**src/rtl/mem_writeback_if.sv**
```systemverilog
// Issue and data-memory bus for the mem_writeback stage.
// master = issuing control unit / memory environment, slave = mem_writeback.
interface mem_writeback_if;
  // instruction issue
  logic        valid_in;
  logic        ready;
  logic [6:0]  opcode;
  logic [2:0]  funct3;
  logic [4:0]  rd_addr;
  logic [31:0] alu_result;
  logic [31:0] rs2_data;
  // data memory
  logic        mem_req;
  logic        mem_we;
  logic [31:0] mem_addr;
  logic [3:0]  mem_be;
  logic [31:0] mem_wdata;
  logic        mem_ack;
  logic [31:0] mem_rdata;
  // register file write port and completion
  logic        rd_we;
  logic [4:0]  rd_waddr;
  logic [31:0] rd_wdata;
  logic        done;
  logic        err;

  modport master (
    output valid_in, opcode, funct3, rd_addr, alu_result, rs2_data,
    output mem_ack, mem_rdata,
    input  ready, mem_req, mem_we, mem_addr, mem_be, mem_wdata,
    input  rd_we, rd_waddr, rd_wdata, done, err
  );

  modport slave (
    input  valid_in, opcode, funct3, rd_addr, alu_result, rs2_data,
    input  mem_ack, mem_rdata,
    output ready, mem_req, mem_we, mem_addr, mem_be, mem_wdata,
    output rd_we, rd_waddr, rd_wdata, done, err
  );
endinterface

```
**src/rtl/mem_writeback.sv**
```systemverilog
// Memory / writeback stage: completes OP, LOAD and STORE instructions.
// OP results go straight to the register file; LOAD/STORE run one req/ack
// memory transaction with byte-lane steering, load extension and a timeout.
// All outputs are registered from the next-state decode.
module mem_writeback #(
  parameter int MEM_TIMEOUT = 16
) (
  input  logic           clk,
  input  logic           rst,
  mem_writeback_if.slave bus
);

  localparam logic [6:0] OPC_OP    = 7'b0110011;
  localparam logic [6:0] OPC_LOAD  = 7'b0000011;
  localparam logic [6:0] OPC_STORE = 7'b0100011;
  // counter value seen on the last MEM edge before the timeout fires
  localparam logic [7:0] TIMEOUT_LAST = 8'(MEM_TIMEOUT - 1);

  typedef enum logic [1:0] {
    S_IDLE = 2'd0,
    S_MEM  = 2'd1,
    S_WB   = 2'd2,
    S_ERR  = 2'd3
  } state_e;

  function automatic logic is_legal(input logic [6:0] op, input logic [2:0] f3);
    logic ok;
    ok = 1'b0;
    if (op == OPC_LOAD) begin
      case (f3)
        3'b000, 3'b001, 3'b010, 3'b100, 3'b101: ok = 1'b1;
        default:                                ok = 1'b0;
      endcase
    end else if (op == OPC_STORE) begin
      case (f3)
        3'b000, 3'b001, 3'b010: ok = 1'b1;
        default:                ok = 1'b0;
      endcase
    end else begin
      ok = 1'b0;
    end
    return ok;
  endfunction

  // funct3[1:0] encodes the access size for both loads and stores
  function automatic logic is_aligned(input logic [2:0] f3, input logic [1:0] a);
    logic ok;
    case (f3[1:0])
      2'b01:   ok = (a[0] == 1'b0);
      2'b10:   ok = (a == 2'b00);
      default: ok = 1'b1;
    endcase
    return ok;
  endfunction

  function automatic logic [3:0] store_be(input logic [2:0] f3, input logic [1:0] a);
    logic [3:0] be;
    case (f3[1:0])
      2'b00:   be = 4'b0001 << a;
      2'b01:   be = 4'b0011 << a;
      default: be = 4'b1111;
    endcase
    return be;
  endfunction

  function automatic logic [31:0] store_wdata(input logic [2:0] f3, input logic [31:0] d);
    logic [31:0] w;
    case (f3[1:0])
      2'b00:   w = {4{d[7:0]}};
      2'b01:   w = {2{d[15:0]}};
      default: w = d;
    endcase
    return w;
  endfunction

  function automatic logic [31:0] load_fmt(input logic [2:0] f3, input logic [1:0] a,
                                           input logic [31:0] d);
    logic [7:0]  b;
    logic [15:0] h;
    logic [31:0] r;
    case (a)
      2'b00:   b = d[7:0];
      2'b01:   b = d[15:8];
      2'b10:   b = d[23:16];
      default: b = d[31:24];
    endcase
    h = a[1] ? d[31:16] : d[15:0];
    case (f3)
      3'b000:  r = {{24{b[7]}}, b};
      3'b001:  r = {{16{h[15]}}, h};
      3'b100:  r = {24'd0, b};
      3'b101:  r = {16'd0, h};
      default: r = d;
    endcase
    return r;
  endfunction

  state_e      state_q, state_d;
  logic [6:0]  op_q, op_d;
  logic [2:0]  f3_q, f3_d;
  logic [4:0]  rd_q, rd_d;
  logic [31:0] addr_q, addr_d;
  logic [31:0] rs2_q, rs2_d;
  logic [7:0]  cnt_q, cnt_d;
  logic        ready_q, ready_d;
  logic        mem_req_q, mem_req_d;
  logic        mem_we_q, mem_we_d;
  logic [31:0] mem_addr_q, mem_addr_d;
  logic [3:0]  mem_be_q, mem_be_d;
  logic [31:0] mem_wdata_q, mem_wdata_d;
  logic        rd_we_q, rd_we_d;
  logic [4:0]  rd_waddr_q, rd_waddr_d;
  logic [31:0] rd_wdata_q, rd_wdata_d;
  logic        done_q, done_d;
  logic        err_q, err_d;

  // operands the memory lanes are built from: live inputs at issue, captured ones after
  logic [6:0]  sel_op;
  logic [2:0]  sel_f3;
  logic [31:0] sel_addr;
  logic [31:0] sel_rs2;
  logic        sel_store;

  // next-state, capture and registered-output decode
  always_comb begin
    state_d     = state_q;
    op_d        = op_q;
    f3_d        = f3_q;
    rd_d        = rd_q;
    addr_d      = addr_q;
    rs2_d       = rs2_q;
    cnt_d       = cnt_q;
    ready_d     = 1'b0;
    rd_we_d     = 1'b0;
    rd_waddr_d  = 5'd0;
    rd_wdata_d  = 32'd0;
    done_d      = 1'b0;
    err_d       = 1'b0;
    mem_req_d   = 1'b0;
    mem_we_d    = 1'b0;
    mem_addr_d  = 32'd0;
    mem_be_d    = 4'd0;
    mem_wdata_d = 32'd0;

    if (state_q == S_IDLE) begin
      sel_op   = bus.opcode;
      sel_f3   = bus.funct3;
      sel_addr = bus.alu_result;
      sel_rs2  = bus.rs2_data;
    end else begin
      sel_op   = op_q;
      sel_f3   = f3_q;
      sel_addr = addr_q;
      sel_rs2  = rs2_q;
    end
    sel_store = (sel_op == OPC_STORE);

    case (state_q)
      S_IDLE: begin
        if (bus.valid_in) begin
          op_d   = bus.opcode;
          f3_d   = bus.funct3;
          rd_d   = bus.rd_addr;
          addr_d = bus.alu_result;
          rs2_d  = bus.rs2_data;
          cnt_d  = 8'd0;
          if (bus.opcode == OPC_OP) begin
            state_d    = S_WB;
            done_d     = 1'b1;
            rd_we_d    = (bus.rd_addr != 5'd0);
            rd_waddr_d = bus.rd_addr;
            rd_wdata_d = bus.alu_result;
          end else if (bus.opcode == OPC_LOAD || bus.opcode == OPC_STORE) begin
            if (is_legal(bus.opcode, bus.funct3) &&
                is_aligned(bus.funct3, bus.alu_result[1:0])) begin
              state_d = S_MEM;
            end else begin
              state_d = S_ERR;
              err_d   = 1'b1;
              done_d  = 1'b1;
            end
          end else begin
            // unknown opcode completes without a register write
            state_d    = S_WB;
            done_d     = 1'b1;
            rd_waddr_d = bus.rd_addr;
          end
        end else begin
          ready_d = 1'b1;
        end
      end
      S_MEM: begin
        // an ack on the final timeout edge still completes normally
        if (bus.mem_ack) begin
          state_d    = S_WB;
          done_d     = 1'b1;
          rd_waddr_d = rd_q;
          if (op_q == OPC_LOAD) begin
            rd_we_d    = (rd_q != 5'd0);
            rd_wdata_d = load_fmt(f3_q, addr_q[1:0], bus.mem_rdata);
          end else begin
            rd_we_d    = 1'b0;
            rd_wdata_d = 32'd0;
          end
        end else if (cnt_q == TIMEOUT_LAST) begin
          state_d = S_ERR;
          err_d   = 1'b1;
          done_d  = 1'b1;
        end else begin
          cnt_d = cnt_q + 8'd1;
        end
      end
      S_WB, S_ERR: begin
        state_d = S_IDLE;
        ready_d = 1'b1;
      end
      default: begin
        state_d = S_IDLE;
        ready_d = 1'b1;
      end
    endcase

    // memory bus is driven only while the next state is MEM, so it is stable throughout
    if (state_d == S_MEM) begin
      mem_req_d   = 1'b1;
      mem_we_d    = sel_store;
      mem_addr_d  = {sel_addr[31:2], 2'b00};
      mem_be_d    = sel_store ? store_be(sel_f3, sel_addr[1:0]) : 4'b1111;
      mem_wdata_d = sel_store ? store_wdata(sel_f3, sel_rs2) : 32'd0;
    end else begin
      mem_req_d   = 1'b0;
      mem_we_d    = 1'b0;
      mem_addr_d  = 32'd0;
      mem_be_d    = 4'd0;
      mem_wdata_d = 32'd0;
    end
  end

  // FSM state, capture registers and registered outputs
  always_ff @(posedge clk or posedge rst) begin
    if (rst) begin
      state_q     <= S_IDLE;
      op_q        <= 7'd0;
      f3_q        <= 3'd0;
      rd_q        <= 5'd0;
      addr_q      <= 32'd0;
      rs2_q       <= 32'd0;
      cnt_q       <= 8'd0;
      ready_q     <= 1'b1;
      mem_req_q   <= 1'b0;
      mem_we_q    <= 1'b0;
      mem_addr_q  <= 32'd0;
      mem_be_q    <= 4'd0;
      mem_wdata_q <= 32'd0;
      rd_we_q     <= 1'b0;
      rd_waddr_q  <= 5'd0;
      rd_wdata_q  <= 32'd0;
      done_q      <= 1'b0;
      err_q       <= 1'b0;
    end else begin
      state_q     <= state_d;
      op_q        <= op_d;
      f3_q        <= f3_d;
      rd_q        <= rd_d;
      addr_q      <= addr_d;
      rs2_q       <= rs2_d;
      cnt_q       <= cnt_d;
      ready_q     <= ready_d;
      mem_req_q   <= mem_req_d;
      mem_we_q    <= mem_we_d;
      mem_addr_q  <= mem_addr_d;
      mem_be_q    <= mem_be_d;
      mem_wdata_q <= mem_wdata_d;
      rd_we_q     <= rd_we_d;
      rd_waddr_q  <= rd_waddr_d;
      rd_wdata_q  <= rd_wdata_d;
      done_q      <= done_d;
      err_q       <= err_d;
    end
  end

  assign bus.ready     = ready_q;
  assign bus.mem_req   = mem_req_q;
  assign bus.mem_we    = mem_we_q;
  assign bus.mem_addr  = mem_addr_q;
  assign bus.mem_be    = mem_be_q;
  assign bus.mem_wdata = mem_wdata_q;
  assign bus.rd_we     = rd_we_q;
  assign bus.rd_waddr  = rd_waddr_q;
  assign bus.rd_wdata  = rd_wdata_q;
  assign bus.done      = done_q;
  assign bus.err       = err_q;

endmodule

```
**src/flat_wrapper.sv**
```systemverilog
// flat-port wrapper written by rule: the top's interface ports become plain ports
module mem_writeback_flat 
#(
  parameter int MEM_TIMEOUT = 16
)
  (clk, rst, bus_valid_in, bus_opcode, bus_funct3, bus_rd_addr, bus_alu_result, bus_rs2_data, bus_mem_ack, bus_mem_rdata, bus_ready, bus_mem_req, bus_mem_we, bus_mem_addr, bus_mem_be, bus_mem_wdata, bus_rd_we, bus_rd_waddr, bus_rd_wdata, bus_done, bus_err);
  mem_writeback_if bus_i ();
  input  logic clk;
  input  logic rst;
  input wire logic [$bits(bus_i.valid_in)-1:0] bus_valid_in;
  input wire logic [$bits(bus_i.opcode)-1:0] bus_opcode;
  input wire logic [$bits(bus_i.funct3)-1:0] bus_funct3;
  input wire logic [$bits(bus_i.rd_addr)-1:0] bus_rd_addr;
  input wire logic [$bits(bus_i.alu_result)-1:0] bus_alu_result;
  input wire logic [$bits(bus_i.rs2_data)-1:0] bus_rs2_data;
  input wire logic [$bits(bus_i.mem_ack)-1:0] bus_mem_ack;
  input wire logic [$bits(bus_i.mem_rdata)-1:0] bus_mem_rdata;
  output wire logic [$bits(bus_i.ready)-1:0] bus_ready;
  output wire logic [$bits(bus_i.mem_req)-1:0] bus_mem_req;
  output wire logic [$bits(bus_i.mem_we)-1:0] bus_mem_we;
  output wire logic [$bits(bus_i.mem_addr)-1:0] bus_mem_addr;
  output wire logic [$bits(bus_i.mem_be)-1:0] bus_mem_be;
  output wire logic [$bits(bus_i.mem_wdata)-1:0] bus_mem_wdata;
  output wire logic [$bits(bus_i.rd_we)-1:0] bus_rd_we;
  output wire logic [$bits(bus_i.rd_waddr)-1:0] bus_rd_waddr;
  output wire logic [$bits(bus_i.rd_wdata)-1:0] bus_rd_wdata;
  output wire logic [$bits(bus_i.done)-1:0] bus_done;
  output wire logic [$bits(bus_i.err)-1:0] bus_err;
  assign bus_i.valid_in = bus_valid_in;
  assign bus_i.opcode = bus_opcode;
  assign bus_i.funct3 = bus_funct3;
  assign bus_i.rd_addr = bus_rd_addr;
  assign bus_i.alu_result = bus_alu_result;
  assign bus_i.rs2_data = bus_rs2_data;
  assign bus_i.mem_ack = bus_mem_ack;
  assign bus_i.mem_rdata = bus_mem_rdata;
  assign bus_ready = bus_i.ready;
  assign bus_mem_req = bus_i.mem_req;
  assign bus_mem_we = bus_i.mem_we;
  assign bus_mem_addr = bus_i.mem_addr;
  assign bus_mem_be = bus_i.mem_be;
  assign bus_mem_wdata = bus_i.mem_wdata;
  assign bus_rd_we = bus_i.rd_we;
  assign bus_rd_waddr = bus_i.rd_waddr;
  assign bus_rd_wdata = bus_i.rd_wdata;
  assign bus_done = bus_i.done;
  assign bus_err = bus_i.err;
  mem_writeback #(.MEM_TIMEOUT(MEM_TIMEOUT)) u_core (.clk(clk), .rst(rst), .bus(bus_i));
endmodule
```
**config.mk**
```make
export PLATFORM = sky130hd
export DESIGN_NAME = mem_writeback_flat
export DESIGN_NICKNAME = d
export VERILOG_FILES = /design/src/rtl/mem_writeback_if.sv /design/src/rtl/mem_writeback.sv /design/src/flat_wrapper.sv
export SDC_FILE = /design/constraint.sdc
export NUM_CORES = 1
export LEC_CHECK = 0
export ABC_CLOCK_PERIOD_IN_PS = 6000
export CORE_MARGIN = 5
export CORE_UTILIZATION = 25
export CTS_CLUSTER_SIZE = 30
export DETAILED_ROUTE_END_ITERATION = 8
export GPL_ROUTABILITY_DRIVEN = 0
export MAX_ROUTING_LAYER = met4
export SYNTH_ARGS = -nofsm -noshare
export SYNTH_HDL_FRONTEND = slang
export SYNTH_SLANG_ARGS = --single-unit
```
**constraint.sdc**
```tcl
create_clock -name clk -period 6 [get_ports clk]
set_input_delay 0.6 -clock clk [delete_from_list [all_inputs] [get_ports clk]]
set_output_delay 0.6 -clock clk [all_outputs]
set_load 0.03 [all_outputs]
```
==> impl_metrics.tcl <==
set metrics [dict create \
    status "finished, final reports clean" \
    drive_gt1_share_pct 7.94 \
    worst_hold_slack_ns 0.477 \
    finalNetCount 1252 \
    row_count 69 \
    timing.rr.end "u_core.bus.mem_wdata[11]" \
    pwr-share-comb_pct 15.4 \
    worstHoldEndpoint "u_core.addr_q[3]" \
    postRouteAntennaNets 0 \
    syn2layout_area_growth_pct 37.5 \
    grt_use_total_pct 15.5 \
    fin_skew_ns 0.0140 \
    critPathCaptureType "flip-flop" \
    die_h_um 198 \
    synth_warnings 0 \
    syn_area_um2 8850 \
    min_path_cells 2 \
    dr.first_iter.drc_count 533 \
    timing.fmax_mhz 280 \
    cts_buffers 17 \
    avgSynthCellArea_um2 9.45 \
    rrSetupSlack_ns 2.86 \
    nFillCells 3528 \
    io_pins 226 \
    switching_power_mw 0.937 \
    p_leak_nw 5.52 \
    maxCapViolCount 0 \
    critPathMaxFanout 29 \
    ctsLongestPathBuffers 2 \
    rsz0062_at_grt "no" \
    cts_hold_buf 0 \
    wl_met2_um 14200 \
    cts.clk_slew.worst_paths_ns 0.08 \
    dr.pass1.iters 5 \
    gr-total-overflow 0 \
    cts_max_level 4 \
    tritoncts "done" \
    hold_class "reg2reg" \
    post_cts_resized 0 \
    postCtsSetupRepairBufs 0 \
    seq_power_share_pct 46.9 \
    clock_power_share_pct 37.7 \
    worst_pin_slew_ns 1.12 \
    hpwlAfterDp_um 21600 \
    vias 7543 \
    required_ns 6.34 \
    yosys_register_bits 198 \
    min_period_over_period_pct 59.5 \
    wl_per_cell_um 18.7 \
    grt_max_degree 88 \
    synth_cells 937 \
    holdCritStartpoint "u_core.addr_q[3]" \
    p_sw_share_pct 29.7 \
    antenna_found_initial 1 \
    criticalPathCategory "in2reg" \
    setup_viol 0 \
    routed.top_layer "met4" \
    hold_violations 0 \
    fin_util_pct 34.5 \
    grt_pass1_wl_um 45300 \
    wl_um 30100 \
    powerDensity_nw_per_um2 259 \
    ys_seq_area_share_pct 56.0 \
    r2r_cells 6 \
    grt_pass1_vias 7388 \
    synthArstFlopShare_pct 100 \
    dieArea_um2 39300 \
    dr_wl_met3_um 2250 \
    cellInternalPower_mw 2.22 \
    clk_latency_ns 0.45 \
    reg2reg_from "u_core.cnt_q[4]" \
    maxSlewHeadroom_pct 25.5 \
    setup_tns_ns 0 \
    dp_slack_ns 2.01 \
    core_area_um2 35300 \
    ys_types 58 \
    drt-met1-wl_um 13400 \
    io_buffers 223 \
    dieWidth_um 198 \
    worst_slack_ns 2.43 \
    cp-start-kind "primary input" \
    final_max_slew_viol_count 0 \
    yosys_most_used_dff "dfrtp_1" \
    synth_edf_count 0 \
    drc_errors 0 \
    root_buffer "clkbuf_16" \
    ir_drop_uv 205 \
    cts_sinks 198 \
    start_util_pct 25.1 \
    via_per_inst 4.69 \
    min_period_ns 3.57 \
    worstPathArrival_ns 3.91 \
]
-- worst max path at each step --
| stage | start | endpoint | cells after the start |
|---|---|---|---|
| finish | bus_funct3[1] | u_core.bus.mem_wdata[11] | 10 |
| global placement | bus_funct3[1] | u_core.bus.mem_wdata[11] | 10 |
| global route | bus_funct3[1] | u_core.bus.mem_wdata[11] | 10 |
| detailed placement | bus_funct3[1] | u_core.bus.mem_wdata[11] | 9 |
| floorplan | rst | u_core.addr_q[0] | 1 |
| CTS | bus_funct3[1] | u_core.bus.mem_wdata[8] | 9 |
-- sequential cells by signal (all words and copies together) (netlist names), 2 cells and up --
signal	flops
u_core.rd_q	5
u_core.bus.rd_wdata	32
u_core.bus.mem_be	4
u_core.f3_q	3
u_core.state_q	2
u_core.op_q	7
u_core.bus.mem_addr	30
u_core.bus.rd_waddr	5
u_core.bus.mem_wdata	32
u_core.cnt_q	8
u_core.addr_q	32
u_core.rs2_q	32
-- placed cells by master (no fill, tap or decap), types with 6 or more instances in the layout --
master	netlist	final
a31oi_1	10	8
clkbuf_16	0	17
nor2b_1	14	14
nor2_1	23	22
mux2i_1	31	31
a221o_2	15	15
inv_1	7	6
nand2_1	350	350
buf_4	2	14
nand2b_1	7	7
or3_1	10	10
mux2_2	11	11
dfrtp_1	197	197
o221ai_1	8	8
a21boi_0	8	8
nor3_1	17	17
a21oi_1	40	40
a211oi_1	12	12
o21ai_0	34	34
clkdlybuf4s50_1	0	223
a22o_1	6	6
a2111oi_0	8	8
-- cells in the mapped netlist, drive strengths merged (4+ instances only) --
master,number,area [µm²]
a2111oi,8,70.1
a211oi,16,140
a21boi,8,60.1
a21oi,40,200
a221o,16,179
a22o,6,52.6
a31oi,10,62.6
and3,5,31.3
buf,15,87.6
clkbuf,46,173
dfrtp,197,4930
ha,4,50.1
inv,7,26.3
mux2,11,124
mux2i,31,310
nand2,350,1310
nand2b,7,43.8
nor2,24,92.6
nor2b,14,87.6
nor3,17,85.1
nor4,9,75.1
o21ai,35,175
o221ai,8,70.1
o311ai,5,43.8
or3,10,62.6
or4,5,45.0
-- kinds of logic after synthesis --
| group | share of synthesized area [%] |
|---|---|
| simple gates | 22.0 |
| buf+inv | 3.28 |
| other cells | 0.0424 |
| mux | 4.90 |
| flops | 56.0 |
| xor+xnor | 0.297 |
| compound gates | 12.9 |
| fa+ha+maj | 0.565 |
-- routing by layer --
layer | global-route usage [%] | vias up
li1 | - | 3570
met4 | 3.11 | 0
met1 | 20.9 | 3644
met2 | 24.5 | 310
met5 | - | -
met3 | 3.11 | 19
-- through the flow --
step | instance area, µm² | std cells | power [mW]
finish | 12200 | 1608 | 3.15
global route | 12200 | 1608 | 3.31
CTS | 12200 | 1607 | 3.20
detailed placement | 11600 | 1575 | 1.99
global placement | 11600 | 1575 | 1.98
floorplan | 8860 | 938 | 1.77
-- power groups by stage --
stage	sequential (mW)	clock, mW	combinational [mW]
2_1_floorplan	1.49	0	0.284
3_3_place_gp	1.50	0	0.483
3_5_place_dp	1.50	0	0.489
4_1_cts	1.48	1.24	0.491
5_1_grt	1.49	1.28	0.537
6_report	1.48	1.19	0.485
-- critical path, stage by stage --
cell and delay (ns):
clkdlybuf4s50_1 0.45, buf_4 0.26, inv_1 0.23, ha_1 0.26, o2bb2ai_1 0.13, o21ai_0 0.17
a31oi_4 0.82, or2_1 0.61, inv_1 0.14, and3_1 0.20
-- final cells by class --
cell class	instances	area, µm²	share of cell area [%]
inverters	8	37.5	0.308
clock inverters	14	166	1.37
clock buffers	18	439	3.61
repair buffers	237	2340	19.2
flip-flops and latches	198	4960	40.7
diodes	1	2.50	0.0205
multi-input cells	671	3660	30.1
well taps	461	577	4.74
Power figures use the tool's default switching activity.
